[config.mk]
export PLATFORM = sky130hd
export DESIGN_NAME = neopixel_frame_src_flat
export DESIGN_NICKNAME = d
export VERILOG_FILES = /design/src/rtl/neopixel_pkg.sv /design/src/rtl/neopixel_frame_src_if.sv /design/src/rtl/neopixel_hue2grb.sv /design/src/rtl/neopixel_frame_src.sv /design/src/flat_wrapper.sv
export SDC_FILE = /design/constraint.sdc
export NUM_CORES = 1
export LEC_CHECK = 0
export ABC_AREA = 1
export BUFFER_PORTS_ARGS = -buffer_cell sky130_fd_sc_hd__buf_2
export CORE_MARGIN = 2
export CORE_UTILIZATION = 55
export DETAILED_ROUTE_END_ITERATION = 6
export PLACE_DENSITY = 0.85
export SLEW_MARGIN = 20
export SYNTH_ARGS = -nofsm -noshare
export SYNTH_HDL_FRONTEND = slang
export SYNTH_SLANG_ARGS = --single-unit
[constraint.sdc]
create_clock -name clk -period 2.85 [get_ports clk]
set_input_delay 0.4275 -clock clk [delete_from_list [all_inputs] [get_ports clk]]
set_output_delay 0.4275 -clock clk [all_outputs]
set_load 0.05 [all_outputs]
[src/rtl/neopixel_pkg.sv]
// Shared types and helpers for the NeoPixel frame source: modes, GRB payload,
// FSM states and hue arithmetic.
package neopixel_pkg;

  localparam logic [1:0] MODE_HOST    = 2'd0;
  localparam logic [1:0] MODE_CHASE   = 2'd1;
  localparam logic [1:0] MODE_RAINBOW = 2'd2;
  localparam logic [1:0] MODE_OFF     = 2'd3;

  localparam int unsigned HUE_RANGE = 768;
  localparam int unsigned HUE_W     = 10;
  localparam int unsigned COMP_W    = 8;

  typedef struct packed {
    logic [COMP_W-1:0] g;
    logic [COMP_W-1:0] r;
    logic [COMP_W-1:0] b;
  } grb_t;

  typedef enum logic [1:0] {
    ST_CLEAR = 2'd0,
    ST_IDLE  = 2'd1,
    ST_FILL  = 2'd2
  } state_t;

  function automatic grb_t pack_grb(input logic [COMP_W-1:0] g,
                                    input logic [COMP_W-1:0] r,
                                    input logic [COMP_W-1:0] b);
    grb_t w;
    w.g = g;
    w.r = r;
    w.b = b;
    return w;
  endfunction

  // (a + b) mod HUE_RANGE for operands already below HUE_RANGE
  function automatic logic [HUE_W-1:0] add_hue(input logic [HUE_W-1:0] a,
                                               input logic [HUE_W-1:0] b);
    logic [HUE_W:0] s;
    s = {1'b0, a} + {1'b0, b};
    if (s >= (HUE_W+1)'(HUE_RANGE)) s = s - (HUE_W+1)'(HUE_RANGE);
    return s[HUE_W-1:0];
  endfunction

endpackage

[src/rtl/neopixel_frame_src_if.sv]
// Host write port and serializer read port of the pixel frame source.
interface neopixel_frame_src_if;
  import neopixel_pkg::*;

  logic       wr_valid;
  logic       wr_ready;
  logic [7:0] wr_addr;
  grb_t       wr_data;
  logic [7:0] ram_rd_addr;
  grb_t       ram_rd_data;

  modport master (output wr_valid, wr_addr, wr_data, ram_rd_addr,
                  input  wr_ready, ram_rd_data);
  modport slave  (input  wr_valid, wr_addr, wr_data, ram_rd_addr,
                  output wr_ready, ram_rd_data);
endinterface

[src/rtl/neopixel_hue2grb.sv]
// Combinational hue wheel: 0..767 hue to a GRB word, each component right-shifted.
module neopixel_hue2grb
  import neopixel_pkg::*;
(
  input  logic [HUE_W-1:0] hue_i,
  input  logic [2:0]       shift_i,
  output grb_t             grb_c_o
);

  logic [COMP_W-1:0] f;
  logic [COMP_W-1:0] fi;
  logic [COMP_W-1:0] r;
  logic [COMP_W-1:0] g;
  logic [COMP_W-1:0] b;

  always_comb begin
    f  = hue_i[COMP_W-1:0];
    fi = ~f;
    r  = '0;
    g  = '0;
    b  = '0;
    case (hue_i[HUE_W-1:COMP_W])
      2'd0: begin r = fi; g = f; end
      2'd1: begin g = fi; b = f; end
      2'd2: begin b = fi; r = f; end
      default: ;
    endcase
    grb_c_o = pack_grb(g >> shift_i, r >> shift_i, b >> shift_i);
  end

endmodule

[src/rtl/neopixel_frame_src.sv]
// Pixel frame source: owns the GRB pixel memory, serves the serializer read port
// and refills the buffer from the host port or a chase/rainbow/off animation.
module neopixel_frame_src
  import neopixel_pkg::*;
#(
  parameter int unsigned NUM_OF_PIXELS = 8,
  parameter logic [15:0] STEP_TICKS    = 16'd5000,
  parameter int unsigned HUE_STEP      = 96,
  parameter logic [23:0] CHASE_COLOR   = 24'h100000,
  parameter int unsigned BRIGHT_SHIFT  = 0
) (
  input  logic                 clk,
  input  logic                 rst_n,
  input  logic                 ten_us,
  input  logic [1:0]           mode,
  output logic                 step_pulse,
  neopixel_frame_src_if.slave  bus
);

  localparam int unsigned     AW    = (NUM_OF_PIXELS > 1) ? $clog2(NUM_OF_PIXELS) : 1;
  localparam logic [7:0]      NUM8  = 8'(NUM_OF_PIXELS);
  localparam logic [7:0]      LAST8 = 8'(NUM_OF_PIXELS - 1);
  localparam logic [HUE_W-1:0] HSTEP = HUE_W'(HUE_STEP);

  grb_t             mem_q [NUM_OF_PIXELS];
  state_t           state_q, state_d;
  logic [7:0]       idx_q, idx_d, pos_q, pos_d;
  logic [HUE_W-1:0] base_q, base_d, hue_q, hue_d, base_nx;
  logic [15:0]      tick_q, tick_d;
  logic             step_q, step_d, pending_q, pending_d, wr_ready_q, wr_ready_d;
  logic [1:0]       mode_q, fmode_q, fmode_d;
  grb_t             rd_q, hue_grb_c, pix_c, wr_data_c;
  logic             wr_en_c, trig_a_c, trig_b_c;
  logic [7:0]       wr_addr_c;

  neopixel_hue2grb u_hue (
    .hue_i   (hue_q),
    .shift_i (3'(BRIGHT_SHIFT)),
    .grb_c_o (hue_grb_c)
  );

  // Animation pixel for the current fill index, in the mode the pass started with
  always_comb begin
    pix_c = '0;
    case (fmode_q)
      MODE_CHASE:   pix_c = (idx_q == pos_q) ? grb_t'(CHASE_COLOR) : grb_t'('0);
      MODE_RAINBOW: pix_c = hue_grb_c;
      default:      pix_c = '0;
    endcase
  end

  always_comb begin
    state_d   = state_q;
    idx_d     = idx_q;
    pos_d     = pos_q;
    base_d    = base_q;
    hue_d     = hue_q;
    pending_d = pending_q;
    fmode_d   = fmode_q;
    tick_d    = tick_q;
    step_d    = 1'b0;
    base_nx   = base_q;
    wr_en_c   = 1'b0;
    wr_addr_c = idx_q;
    wr_data_c = '0;
    trig_a_c  = 1'b0;
    trig_b_c  = 1'b0;

    if (ten_us) begin
      if (tick_q == STEP_TICKS - 16'd1) begin
        tick_d = '0;
        step_d = 1'b1;
      end else begin
        tick_d = tick_q + 16'd1;
      end
    end

    case (state_q)
      ST_CLEAR: begin
        wr_en_c = 1'b1;
        if (step_q) pending_d = 1'b1;
        if (idx_q == LAST8) begin
          idx_d   = '0;
          state_d = ST_IDLE;
        end else begin
          idx_d = idx_q + 8'd1;
        end
      end

      ST_IDLE: begin
        if (bus.wr_valid && wr_ready_q && (bus.wr_addr < NUM8)) begin
          wr_en_c   = 1'b1;
          wr_addr_c = bus.wr_addr;
          wr_data_c = bus.wr_data;
        end
        // fmode_q catches a mode swap that happened while a pass was running
        if (mode != MODE_HOST) begin
          trig_a_c = (mode != mode_q) || (mode != fmode_q);
          trig_b_c = step_q || pending_q;
        end
        if (trig_a_c || trig_b_c) begin
          state_d   = ST_FILL;
          idx_d     = '0;
          fmode_d   = mode;
          pending_d = 1'b0;
          if (trig_b_c && (mode == MODE_CHASE))
            pos_d = (pos_q == LAST8) ? 8'd0 : pos_q + 8'd1;
          if (trig_b_c && (mode == MODE_RAINBOW))
            base_nx = add_hue(base_q, HSTEP);
          base_d = base_nx;
          hue_d  = base_nx;
        end
      end

      ST_FILL: begin
        if (mode == MODE_HOST) begin
          state_d   = ST_IDLE;
          idx_d     = '0;
          pending_d = 1'b0;
        end else begin
          wr_en_c   = 1'b1;
          wr_data_c = pix_c;
          hue_d     = add_hue(hue_q, HSTEP);
          if (step_q) pending_d = 1'b1;
          if (idx_q == LAST8) begin
            idx_d   = '0;
            state_d = ST_IDLE;
          end else begin
            idx_d = idx_q + 8'd1;
          end
        end
      end

      default: state_d = ST_CLEAR;
    endcase

    wr_ready_d = (state_d == ST_IDLE) && (mode == MODE_HOST);
  end

  always_ff @(posedge clk or negedge rst_n) begin
    if (!rst_n) begin
      state_q    <= ST_CLEAR;
      idx_q      <= '0;
      pos_q      <= '0;
      base_q     <= '0;
      hue_q      <= '0;
      tick_q     <= '0;
      step_q     <= 1'b0;
      pending_q  <= 1'b0;
      wr_ready_q <= 1'b0;
      mode_q     <= MODE_HOST;
      fmode_q    <= MODE_HOST;
      rd_q       <= '0;
    end else begin
      state_q    <= state_d;
      idx_q      <= idx_d;
      pos_q      <= pos_d;
      base_q     <= base_d;
      hue_q      <= hue_d;
      tick_q     <= tick_d;
      step_q     <= step_d;
      pending_q  <= pending_d;
      wr_ready_q <= wr_ready_d;
      mode_q     <= mode;
      fmode_q    <= fmode_d;
      rd_q       <= (bus.ram_rd_addr < NUM8) ? mem_q[AW'(bus.ram_rd_addr)] : grb_t'('0);
    end
  end

  // Pixel storage has no reset; CLEAR zeroes it after every reset
  always_ff @(posedge clk) begin
    if (wr_en_c) mem_q[AW'(wr_addr_c)] <= wr_data_c;
  end

  assign bus.wr_ready    = wr_ready_q;
  assign bus.ram_rd_data = rd_q;
  assign step_pulse      = step_q;

endmodule

[src/flat_wrapper.sv]
// flat-port wrapper written by rule: the top's interface ports become plain ports
module neopixel_frame_src_flat import neopixel_pkg::*;
#(
  parameter int unsigned NUM_OF_PIXELS = 8,
  parameter logic [15:0] STEP_TICKS    = 16'd5000,
  parameter int unsigned HUE_STEP      = 96,
  parameter logic [23:0] CHASE_COLOR   = 24'h100000,
  parameter int unsigned BRIGHT_SHIFT  = 0
)
  (clk, rst_n, ten_us, mode, step_pulse, bus_wr_valid, bus_wr_addr, bus_wr_data, bus_ram_rd_addr, bus_wr_ready, bus_ram_rd_data);
  neopixel_frame_src_if bus_i ();
  input  logic clk;
  input  logic rst_n;
  input  logic ten_us;
  input  logic [1:0] mode;
  output logic step_pulse;
  input wire logic [$bits(bus_i.wr_valid)-1:0] bus_wr_valid;
  input wire logic [$bits(bus_i.wr_addr)-1:0] bus_wr_addr;
  input wire logic [$bits(bus_i.wr_data)-1:0] bus_wr_data;
  input wire logic [$bits(bus_i.ram_rd_addr)-1:0] bus_ram_rd_addr;
  output wire logic [$bits(bus_i.wr_ready)-1:0] bus_wr_ready;
  output wire logic [$bits(bus_i.ram_rd_data)-1:0] bus_ram_rd_data;
  assign bus_i.wr_valid = bus_wr_valid;
  assign bus_i.wr_addr = bus_wr_addr;
  assign bus_i.wr_data = bus_wr_data;
  assign bus_i.ram_rd_addr = bus_ram_rd_addr;
  assign bus_wr_ready = bus_i.wr_ready;
  assign bus_ram_rd_data = bus_i.ram_rd_data;
  neopixel_frame_src #(.NUM_OF_PIXELS(NUM_OF_PIXELS), .STEP_TICKS(STEP_TICKS), .HUE_STEP(HUE_STEP), .CHASE_COLOR(CHASE_COLOR), .BRIGHT_SHIFT(BRIGHT_SHIFT)) u_core (.clk(clk), .rst_n(rst_n), .ten_us(ten_us), .mode(mode), .step_pulse(step_pulse), .bus(bus_i));
endmodule
==> flow_summary_export.csv <==
group,metric,value,unit
detailed_routing,num_vias,8706,
detailed_routing,wirelength,27.9,mm
synthesis,synth_edf_count,192,
clock_network,clkTransAtPathRegs,0.06,ns
synthesis,syn_inst,1091,
sta,slew_headroom,49.4,%
detailed_routing,vias_per_cell,5.95,
setup_path,required,3.11,ns
cells_and_area,drive_gt1_share,19.6,%
power_and_ir_drop,powerDensity,810,nW/um2
clock_network,root_buffer,"clkbuf_16",
detailed_routing,drc,0,
synthesis,netlist-cell-type-count,42,
setup_path,startpoint_type,"flop",
sta,setup-violations-final,0,
synthesis,synth_seq_area_share,63.8,%
cells_and_area,finish.net_count,1227,
global_routing,grt_first_pass_wirelength,43.6,mm
cells_and_area,stdcell_count,1464,
detailed_routing,dr.pass1.iters,5,
run,drv_cap,0,
clock_network,h-tree-depth,1,
sta,finalCritPeriodShare,88.3,%
min_path,min_path_type,"input pin to flop",
placement,dpl.hpwl,17.1,mm
detailed_routing,wl_per_cell,19.1,um
cells_and_area,layout_common_cells,"192 x edfxtp_1, 169 x nand2_1, 136 x nor2_1, 134 x o21ai_0, 80 x inv_1",
floorplan,coreArea,21200,um2
synthesis,async_flop_share,28.1,%
sta,hold_violations,0,
synthesis,synthFlopType,"edfxtp_1",
sta,fin_crit,2.52,ns
cells_and_area,n_antenna_cell,0,
sta,tightestPinTransition,0.758,ns
synthesis,synth_seq_cells,267,
sta,worst_clock_skew,0.00829,ns
floorplan,die_w,152,um
global_routing,first_global_vias,8366,
floorplan,fp.dieH,152,um
placement,port_buffers,71,
cells_and_area,multiInputGateArea,3740,um2
global_routing,antenna_found_initial,1,
global_routing,grtUsageTotal,24.7,%
cells_and_area,register_area,7640,um2
synthesis,syn_area_per_cell,11.0,um2
run_status,run_status,"finished clean",
sta,grt_setup_unrepaired,"no",
synthesis,syn_area,12000,um2
power_and_ir_drop,vdd_ir_drop_max,0.000673,V
floorplan,ios,72,
floorplan,rows,53,
setup_path,cp_max_fo,24,
synthesis,synth_warnings,0,
cells_and_area,final_area,13500,um2
clock_network,cts_made_buffers,27,
setup_path,crit_path_end_kind,"flop",
clock_network,worstSkewPairLatency,0.55,ns
cells_and_area,layout_commonest_cell,"edfxtp_1",
power_and_ir_drop,p_leak,5.47,nW
placement,placed_area,12700,um2
clock_network,clock-sinks,267,
placement,gp_congestion,0.888,
sta,setup_tns,0,ns
cells_and_area,fillCellCount,1580,
setup_path,arrival,2.78,ns
setup_path,crit_type,"flop to flop",
global_routing,grt_max_degree,76,
detailed_routing,drtAntennaViolNets,0,
placement,placedCellCount,1413,
cells_and_area,syn_to_final_growth,13.1,%
sta,max_freq,0.397,GHz
clock_network,cts_tree,"yes",
detailed_routing,drt_iter0_drc,952,
clock_network,cts_max_path_buffers,3,
floorplan,die_area,23000,um2
synthesis,syn-num-nets,1150,
cells_and_area,post-route-util,63.8,%
global_routing,gr-total-overflow,0,
sta,finalMaxSlewViolations,0,
floorplan,initial_core_util,56.4,%
[worst paths after layout]
kind                       cells past startpoint                   endpoint         startpoint  slack (ns)
max                                            7        u_core.mem_q[5][13]  u_core.state_q[1]        0.33
min                                            1           u_core.mode_q[0]            mode[0]        0.06
max reg2reg                                    7        u_core.mem_q[5][13]  u_core.state_q[1]        0.33
min reg2reg                                    1          u_core.tick_q[13]  u_core.tick_q[13]        0.50
max in group asynchronous                      2           u_core.mode_q[1]              rst_n        1.88
min in group asynchronous                      2  u_core.bus.ram_rd_data[0]              rst_n        0.48
[logic make-up after synthesis]
family	after synthesis	share of synthesized area (%)
and+or+nand+nor	422	16.0
DFF	267	63.8
AOI/OAI and AO/OA	234	12.6
buffers and inverters	139	5.09
xor gates and xnor gates	16	1.17
adders and majority gates	13	1.36
[registers in the layout, indices dropped and copies added (netlist names), 2 cells and up]
name	cells
u_core.base_q	5
u_core.bus.ram_rd_data	24
u_core.fmode_q	2
u_core.hue_q	5
u_core.idx_q	8
u_core.mem_q	192
u_core.mode_q	2
u_core.pos_q	8
u_core.state_q	2
u_core.tick_q	16
[synthesized netlist by cell type, drive strengths merged (22+ instances only)]
cell | instances | area, um2
edfxtp | 192 | 5770
nand2 | 171 | 657
nor2 | 152 | 614
o21ai | 138 | 698
inv | 88 | 333
dfrtp | 75 | 1880
o221a | 46 | 518
nand3 | 44 | 225
a21oi | 36 | 188
nor3 | 34 | 275
clkbuf | 26 | 109
buf | 22 | 156
[per-layer routing]
| metal | vias to the layer above | routed length (um) | global-route usage (%) |
|---|---|---|---|
| met2 | 477 | 13300 | 41.0 |
| met1 | 4148 | 11200 | 33.8 |
| met3 | 71 | 2560 | 4.13 |
| met4 | 0 | 796 | 7.59 |
| met5 | - | 0 | 0 |
| li1 | 4010 | - | - |
[layout make-up]
cell class / count / share of cell area (%)
Timing Repair Buffer: 96 / 4.63
Inverter: 91 / 2.54
Multi-Input combinational cell: 685 / 27.6
Tap cell: 275 / 2.54
Sequential cell: 267 / 56.4
Clock buffer: 41 / 5.75
Clock inverter: 9 / 0.480
[worst max-delay path, cell delays in order (launching register included)]
cell and delay (ns):
dfrtp_1 0.44, inv_1 0.11, ha_1 0.26, nand4_1 0.28, inv_2 0.15, buf_4 0.30, nand2_1 0.10, a21oi_1 0.57
[power breakdown]
part | internal, W | switching [W]
logic | 0.000663 | 0.00159
clock network | 0.00189 | 0.00146
registers | 0.00500 | 0.000366
[through the flow]
step / hold WS (ns) / setup WS [ns] / power (W)
finish: 0.0577 / 0.333 / 0.0110
global route: 0.0597 / 0.181 / 0.0115
CTS: 0.0439 / 0.350 / 0.0110
detailed placement: 0.485 / 0.394 / 0.00764
global placement: 0.480 / 0.538 / 0.00750
floorplan: 0.132 / 0.0836 / 0.00687
[what timing repair did]
action / in CTS / in global routing
hold endpoints to repair: 0 / 29
hold buffers: 0 / 1
setup buffers: 0 / 0
setup endpoints to repair: 0 / 0
resized for setup: 0 / 0
Power figures use the tool's default switching activity.
